===== src/rtl/arb_req_queue.sv =====
// Three per-requester FIFOs feeding a downstream 3-way arbiter.
// A one-hot grant pops the granted queue's head onto a registered output port.
module arb_req_queue #(
  parameter int DATA_W = 8,
  parameter int DEPTH  = 4
) (
  input  logic                clk,
  input  logic                rst,
  input  logic [2:0]          in_valid,
  input  logic [3*DATA_W-1:0] in_data,
  output logic [2:0]          in_ready,
  output logic [2:0]          req,
  input  logic [2:0]          gnt,
  output logic                out_valid,
  output logic [DATA_W-1:0]   out_data,
  output logic [1:0]          out_id,
  output logic                err
);

  localparam int PW = (DEPTH > 1) ? $clog2(DEPTH) : 1;
  localparam int CW = $clog2(DEPTH + 1);

  logic [DATA_W-1:0] mem_q [3][DEPTH];

  logic [PW-1:0] head_q  [3];
  logic [PW-1:0] head_d  [3];
  logic [PW-1:0] tail_q  [3];
  logic [PW-1:0] tail_d  [3];
  logic [CW-1:0] count_q [3];
  logic [CW-1:0] count_d [3];

  logic              out_valid_q, out_valid_d;
  logic [DATA_W-1:0] out_data_q,  out_data_d;
  logic [1:0]        out_id_q,    out_id_d;
  logic              err_q,       err_d;

  logic [2:0] push;
  logic [2:0] pop;
  logic [1:0] pop_idx;
  logic       gnt_onehot;
  logic       pop_ok;

  // NOTE: every signal written here gets a default first, so no path can infer a latch.
  always_comb begin
    pop_idx    = 2'd0;
    gnt_onehot = (gnt == 3'b001) || (gnt == 3'b010) || (gnt == 3'b100);
    case (gnt)
      3'b010:  pop_idx = 2'd1;
      3'b100:  pop_idx = 2'd2;
      default: pop_idx = 2'd0;
    endcase
    pop_ok = gnt_onehot && (count_q[pop_idx] != '0);

    push     = '0;
    pop      = '0;
    in_ready = '0;
    req      = '0;
    for (int i = 0; i < 3; i++) begin
      in_ready[i] = count_q[i] < CW'(DEPTH);
      // The last entry stops requesting while its grant is already in flight.
      req[i]      = (count_q[i] >= CW'(2)) || ((count_q[i] == CW'(1)) && !gnt[i]);
      push[i]     = in_valid[i] && in_ready[i];
      pop[i]      = pop_ok && (pop_idx == 2'(i));

      head_d[i]  = pop[i]  ? head_q[i] + PW'(1) : head_q[i];
      tail_d[i]  = push[i] ? tail_q[i] + PW'(1) : tail_q[i];
      count_d[i] = count_q[i];
      if (push[i] && !pop[i]) count_d[i] = count_q[i] + CW'(1);
      if (pop[i] && !push[i]) count_d[i] = count_q[i] - CW'(1);
    end

    out_valid_d = pop_ok;
    out_data_d  = pop_ok ? mem_q[pop_idx][head_q[pop_idx]] : out_data_q;
    out_id_d    = pop_ok ? pop_idx : out_id_q;
    err_d       = err_q || ((gnt != 3'b000) && !pop_ok);
  end

  // NOTE: state uses non-blocking assignments so every flop samples pre-edge values.
  always_ff @(posedge clk) begin
    if (rst) begin
      for (int i = 0; i < 3; i++) begin
        head_q[i]  <= '0;
        tail_q[i]  <= '0;
        count_q[i] <= '0;
      end
      out_valid_q <= 1'b0;
      out_data_q  <= '0;
      out_id_q    <= 2'd0;
      err_q       <= 1'b0;
    end else begin
      for (int i = 0; i < 3; i++) begin
        head_q[i]  <= head_d[i];
        tail_q[i]  <= tail_d[i];
        count_q[i] <= count_d[i];
      end
      out_valid_q <= out_valid_d;
      out_data_q  <= out_data_d;
      out_id_q    <= out_id_d;
      err_q       <= err_d;
    end
  end

  // NOTE: the payload array has no reset; stale words are unreachable once counts are zero.
  always_ff @(posedge clk) begin
    for (int i = 0; i < 3; i++) begin
      if (push[i]) mem_q[i][tail_q[i]] <= in_data[i*DATA_W +: DATA_W];
    end
  end

  assign out_valid = out_valid_q;
  assign out_data  = out_data_q;
  assign out_id    = out_id_q;
  assign err       = err_q;

endmodule


===== config.mk =====
export PLATFORM = sky130hd
export DESIGN_NAME = arb_req_queue
export DESIGN_NICKNAME = d
export VERILOG_FILES = /design/src/rtl/arb_req_queue.sv
export SDC_FILE = /design/constraint.sdc
export NUM_CORES = 1
export LEC_CHECK = 0
export CORE_MARGIN = 1.5
export CORE_UTILIZATION = 58
export DETAILED_ROUTE_END_ITERATION = 6
export GPL_ROUTABILITY_DRIVEN = 0
export PLACE_DENSITY = 0.81
export SLEW_MARGIN = 20
export SYNTH_ARGS = -nofsm -noshare
export SYNTH_HDL_FRONTEND = slang
export SYNTH_SLANG_ARGS = --single-unit
export TNS_END_PERCENT = 100

===== constraint.sdc =====
create_clock -name clk -period 3 [get_ports clk]
set_input_delay 0.6 -clock clk [delete_from_list [all_inputs] [get_ports clk]]
set_output_delay 0.6 -clock clk [all_outputs]
set_load 0.01 [all_outputs]

Word-level counts from Yosys, hierarchy flattened
Memory sizes are Yosys's and may differ from the RTL's. Cells that the tools add are included.

Flip-flop bits (word level): 12. Memory bits (writable): 117. Input port bits: 32. Output and inout bits: 18. Logic and storage cells: 133. Memories: 4.

Add/sub/neg operators: 12. Magnitude comparators: 13. Eq/ne operators: 8. Muxes and demuxes: 40. Bitwise operators: 13. Reduce and logical (&&, ||, !) cells: 39.

Memory list: mem_q (words 3, width 32, rd ports 1, clocked after memory_dff 0, wr ports 3, line 23) `logic [DATA_W-1:0] mem_q [3][DEPTH];`; count_q (words 3, width 3, rd ports 4, clocked after memory_dff 0, wr ports 3, line 29) `logic [CW-1:0] count_q [3];`; head_q (words 3, width 2, rd ports 4, clocked after memory_dff 0, wr ports 3, line 25) `logic [PW-1:0] head_q [3];`; tail_q (words 3, width 2, rd ports 3, clocked after memory_dff 0, wr ports 3, line 27) `logic [PW-1:0] tail_q [3];`.

Operator list (count): 32-bit two-way mux (3); 8-bit demux with 2-bit select (3); 8-bit two-way mux (5); 3-bit two-way mux (9); 2-bit two-way mux (12); 1-bit logical AND (20); 8-bit binary-select mux with 2-bit select (1); 2-bit by 1-bit adder with 2-bit output, second input constant (6); 3-bit by 1-bit == test with 1-bit output, second input constant (4); 3-bit greater-or-equal comparator, second input constant (4); 2-bit NOT with 3-bit output (4); 1-bit zero test (10); 3-bit by 1-bit adder with 3-bit output, second input constant (3); 3-bit by 2-bit greater-or-equal comparator with 1-bit output, second input constant (3); 3-bit by 1-bit < comparator with 1-bit output, second input constant (3); 3-bit < comparator, second input constant (3); 1-bit bitwise OR (9); 3-bit by 1-bit subtractor with 3-bit output, second input constant (3); 1-bit logical OR (6); 1-bit two-way mux (6); 3-bit nonzero test (2); 2-bit case mux with 2 select lines (1); 3-bit by 2-bit == test with 1-bit output, second input constant (1); 3-bit == test, second input constant (1); other kinds (3) (3).

Longest topological paths before layout
An unclocked memory read counts as a cell.

Depth after elaboration: 11. Mapped depth: 11. Mapped depth without buffers: 8.

Worst setup path before layout
OpenSTA, ideal clock, no wires.

Path kind: input-to-reg. Start: input gnt[1]. End: memory count_q[1][2] (netlist name). Arrival: 2.407 ns. Setup slack: 0.522 ns. Cell stages on the path: 10. Buffers on the path: 3. Cell sequence: buf_4 buf_2 clkbuf_1 inv_1 nor3_1 o31ai_1 inv_1 ha_1 or3_1 a21oi_1.

RTL lines: start, declared (line 13) `input logic [2:0] gnt,`; end, declared (line 29).

Worst setup path after layout
Start: input gnt[0]. End: output req[0].

Cells in the longest elaborated chain, start to end: 3.

Ends and longest elaborated chain: 1-bit zero test (line 61) `req[i] = (count_q[i] >= CW'(2)) || ((count_q[i] == CW'(1)) && !gnt[i]);`; 1-bit logical AND (line 61); 1-bit logical OR (line 61); end, declared (line 12) `output logic [2:0] req,`.

Every way passes these cells.

==> key figures <==
Timing
  • Worst slew pin tran: 0.6005 ns
  • Final period utilization: 0.8892
  • Slew Viols, Final: 0
  • Total Neg Setup Slack: 0 ns
  • Clock Skews: 0.009194 ns
  • Max transition margin: 0.5989
  • Final Worst Setup Slack: 0.3324 ns
  • Final-report hold violation count: 0
  • RSZ-0062 raised after global routing: no
  • Final setup violation count: 0
  • Post-route minimum period: roughly 2.7 ns
  • Fmax: between 300 and 400 MHz

Placed design
  • DPL Wire Length: 10.41 mm
  • PortBufs: 49
  • Placed cell count: 682
  • Pre-CTS setup slack: -0.09666 ns

Clocking
  • CTS sink count: roughly 130
  • Inserted Clock Buffers: 17
  • Setup Fix Bufs, Post-CTS: 0
  • CTS Buffer Depth: 2
  • H-tree Lvls: 4
  • Clk_lat worst skew: about 0.53 ns
  • CTS tree: yes
  • Worst-path clk slew: 0.06 ns
  • Clock root buffer: clkbuf_8
  • # hold bufs at CTS: 0
  • CTS resizes: 0

Layout
  • Share of cells above drive strength 1: 0.1401
  • Final Util: 0.7233
  • Final Non-Filler Cells: 714
  • Antenna cells: 0
  • Nets: around 620
  • Fill cell count: a little over 700
  • Growth of design area from synthesis to finish: 22.02%

Yosys
  • Post-Syn Nets: ~550
  • Top post-synthesis cells by count: edfxtp_1 (96), o21ai_0 (38), nor2_1 (35)
  • Syn Area/Cell: between 10 and 15 um2
  • Number of synthesized flops with an enable pin: 96
  • Synth top area cells: edfxtp_1 (47%), dfxtp_1 (11%), ha_1 (4.9%)
  • Ys async rst share: 0
  • Main synth FF type: edfxtp_1
  • Most common cell in the netlist: edfxtp_1
  • Cell variety after synth: 54
  • Post-synthesis sequential area ratio: 0.5816
  • Yosys warns: 0
  • Post-synth top area cell: edfxtp_1
  • Cell Area, Synth: about 6100 um2
  • Number of synthesized register bits: 129
  • Synth top area share: 0.4732
  • Mapped Cells: roughly 500

GRT
  • First-pass GRT wire length: about 23 mm
  • Largest net degree at the start of global routing: 43
  • Initial antenna violation count: 0
  • Grt total ovfl: 0
  • Total track usage: 0.2839
  • Vias in the first global route: around 4400

Route
  • Initial DRC count: between 500 and 600
  • DRC violations left: 0
  • DR WL/cell: a little over 20 um
  • DRT antenna net count: 0
  • Vias per Instance: about 6
  • Routed WL: about 15 mm
  • Via count: between 4000 and 5000
  • DRT Pass-1 Iters: 5

Setup path
  • FF-to-FF path depth: 8
  • Critical path required time: 2.40 ns
  • Startpoint Class: input port
  • CP max FO: 4
  • CP cell instances: clkdlybuf4s50_1, inv_1, a211o_1, clkdlybuf4s50_1
  • Critical path arrival: 2.07 ns
  • Slowest-stage cell, CP: clkdlybuf4s50_1
  • Slowest Stage Delay on Critical Path: 0.57 ns
  • Crit path top cell by count: clkdlybuf4s50_1
  • Crit Path Class: input port to output port
  • Crit path capture type: output port

Status
  • Status: complete, no violations

Floorplanning
  • Core Footprint: a little over 10000 um2
  • Initial Utilization: 0.5928
  • Die X: around 110 um
  • Die area: ~11000 um2
  • Std cell rows: 37
  • Die H: about 110 um
  • # IOs: 50

Power
  • Combinational fraction of design power: 0.150
  • Sw power: ~1.3 mW
  • Clock power frac: 0.402
  • Internal: 3.474 mW
  • Switching share of power: 0.2672
  • Power Density: approximately 640 nW/um2
  • Worst vdd ir: around 0.55 mV
  • Part of the power in registers: 0.448
  • Leak: between 2 and 3 nW

Hold path
  • Min-Delay Path Depth: 2
  • HP Class: flop to flop

Job
  • Max cap viols: 0
## path summary, 6_finish.rpt
check                      from  slack [ns]            end
hold reg to reg       out_id[1]        0.47      out_id[1]
setup / recovery         gnt[0]        0.33         req[0]
setup reg to reg  count_q[0][0]        0.88  count_q[1][2]
hold / removal        out_id[1]        0.47      out_id[1]
## area by class of cell
class                      count  area (um2)  area share
multi-input combinational    306        2278      0.3065
clock buffer                  17       414.1     0.05571
timing repair buffer          82       783.3      0.1054
clock inverter                15       135.1     0.01818
tap                          136       170.2     0.02289
inverter                      29       108.9     0.01464
sequential                   129        3543      0.4767
## cell usage in the layout (no fill, tap or decap), types with 6 or more instances in the layout
cell type	Yosys	layout
xnor2_1	6	6
ha_1	24	24
mux2i_1	12	12
nor2b_1	22	22
o2bb2ai_1	8	8
a311oi_2	7	7
buf_4	4	29
nor2_1	35	35
nand4_1	8	8
o211ai_1	9	9
a21oi_1	11	11
a22oi_1	8	8
dfxtp_1	33	33
o221ai_1	8	8
o2111ai_1	9	9
and2_1	12	12
edfxtp_1	96	96
o21ai_0	38	38
nor3_1	19	19
inv_1	29	29
xor2_1	9	9
a221o_1	8	8
clkbuf_16	0	16
and3b_1	16	16
clkdlybuf4s50_1	0	48
## through the flow
step | area [um2] | hold WS (ns) | power (mW)
floorplan | 6092 | 0.4590 | 2.554
global placement | 6884 | 0.4577 | 2.824
detailed placement | 6884 | 0.4635 | 2.860
CTS | 7433 | 0.4714 | 4.751
global route | 7433 | 0.5141 | 4.907
finish | 7433 | 0.4690 | 4.741
## cell families after synthesis
group	Yosys count	share of synthesized area
compound gates	126	0.1588
xor+xnor	16	0.02424
fa+ha+maj	25	0.05093
buf+inv	63	0.04436
flops	129	0.5816
mux	12	0.01972
simple gates	127	0.1204
## per-layer routing
metal  up-vias  GRT usage  wire length (um)
met5         -          0                 0
met4         0     0.1722               761
met3        62    0.05999              1093
met2       240     0.4669              7215
met1      2097     0.3437              5709
li1       2014          -                 -
## power by group through the flow
| stage | Clock (mW) | Sequential (mW) | Combinational [mW] |
|---|---|---|---|
| after floorplan | 0 | 2.13 | 0.419 |
| after global placement | 0 | 2.15 | 0.671 |
| after detailed placement | 0 | 2.16 | 0.700 |
| after CTS | 1.92 | 2.12 | 0.707 |
| after global routing | 2.00 | 2.13 | 0.775 |
| final | 1.91 | 2.13 | 0.711 |
## sequential cells by signal (all words and copies together) (netlist names)
name       count
count_q        9
err            1
head_q         6
mem_q         96
out_data       8
out_id         2
out_valid      1
tail_q         6
## worst max-delay path, delay by kind of cell
kind	cells	cell delay [ns]
buf+inv	3	1.19
compound gates	1	0.28
(Power assumes the default switching activity.)
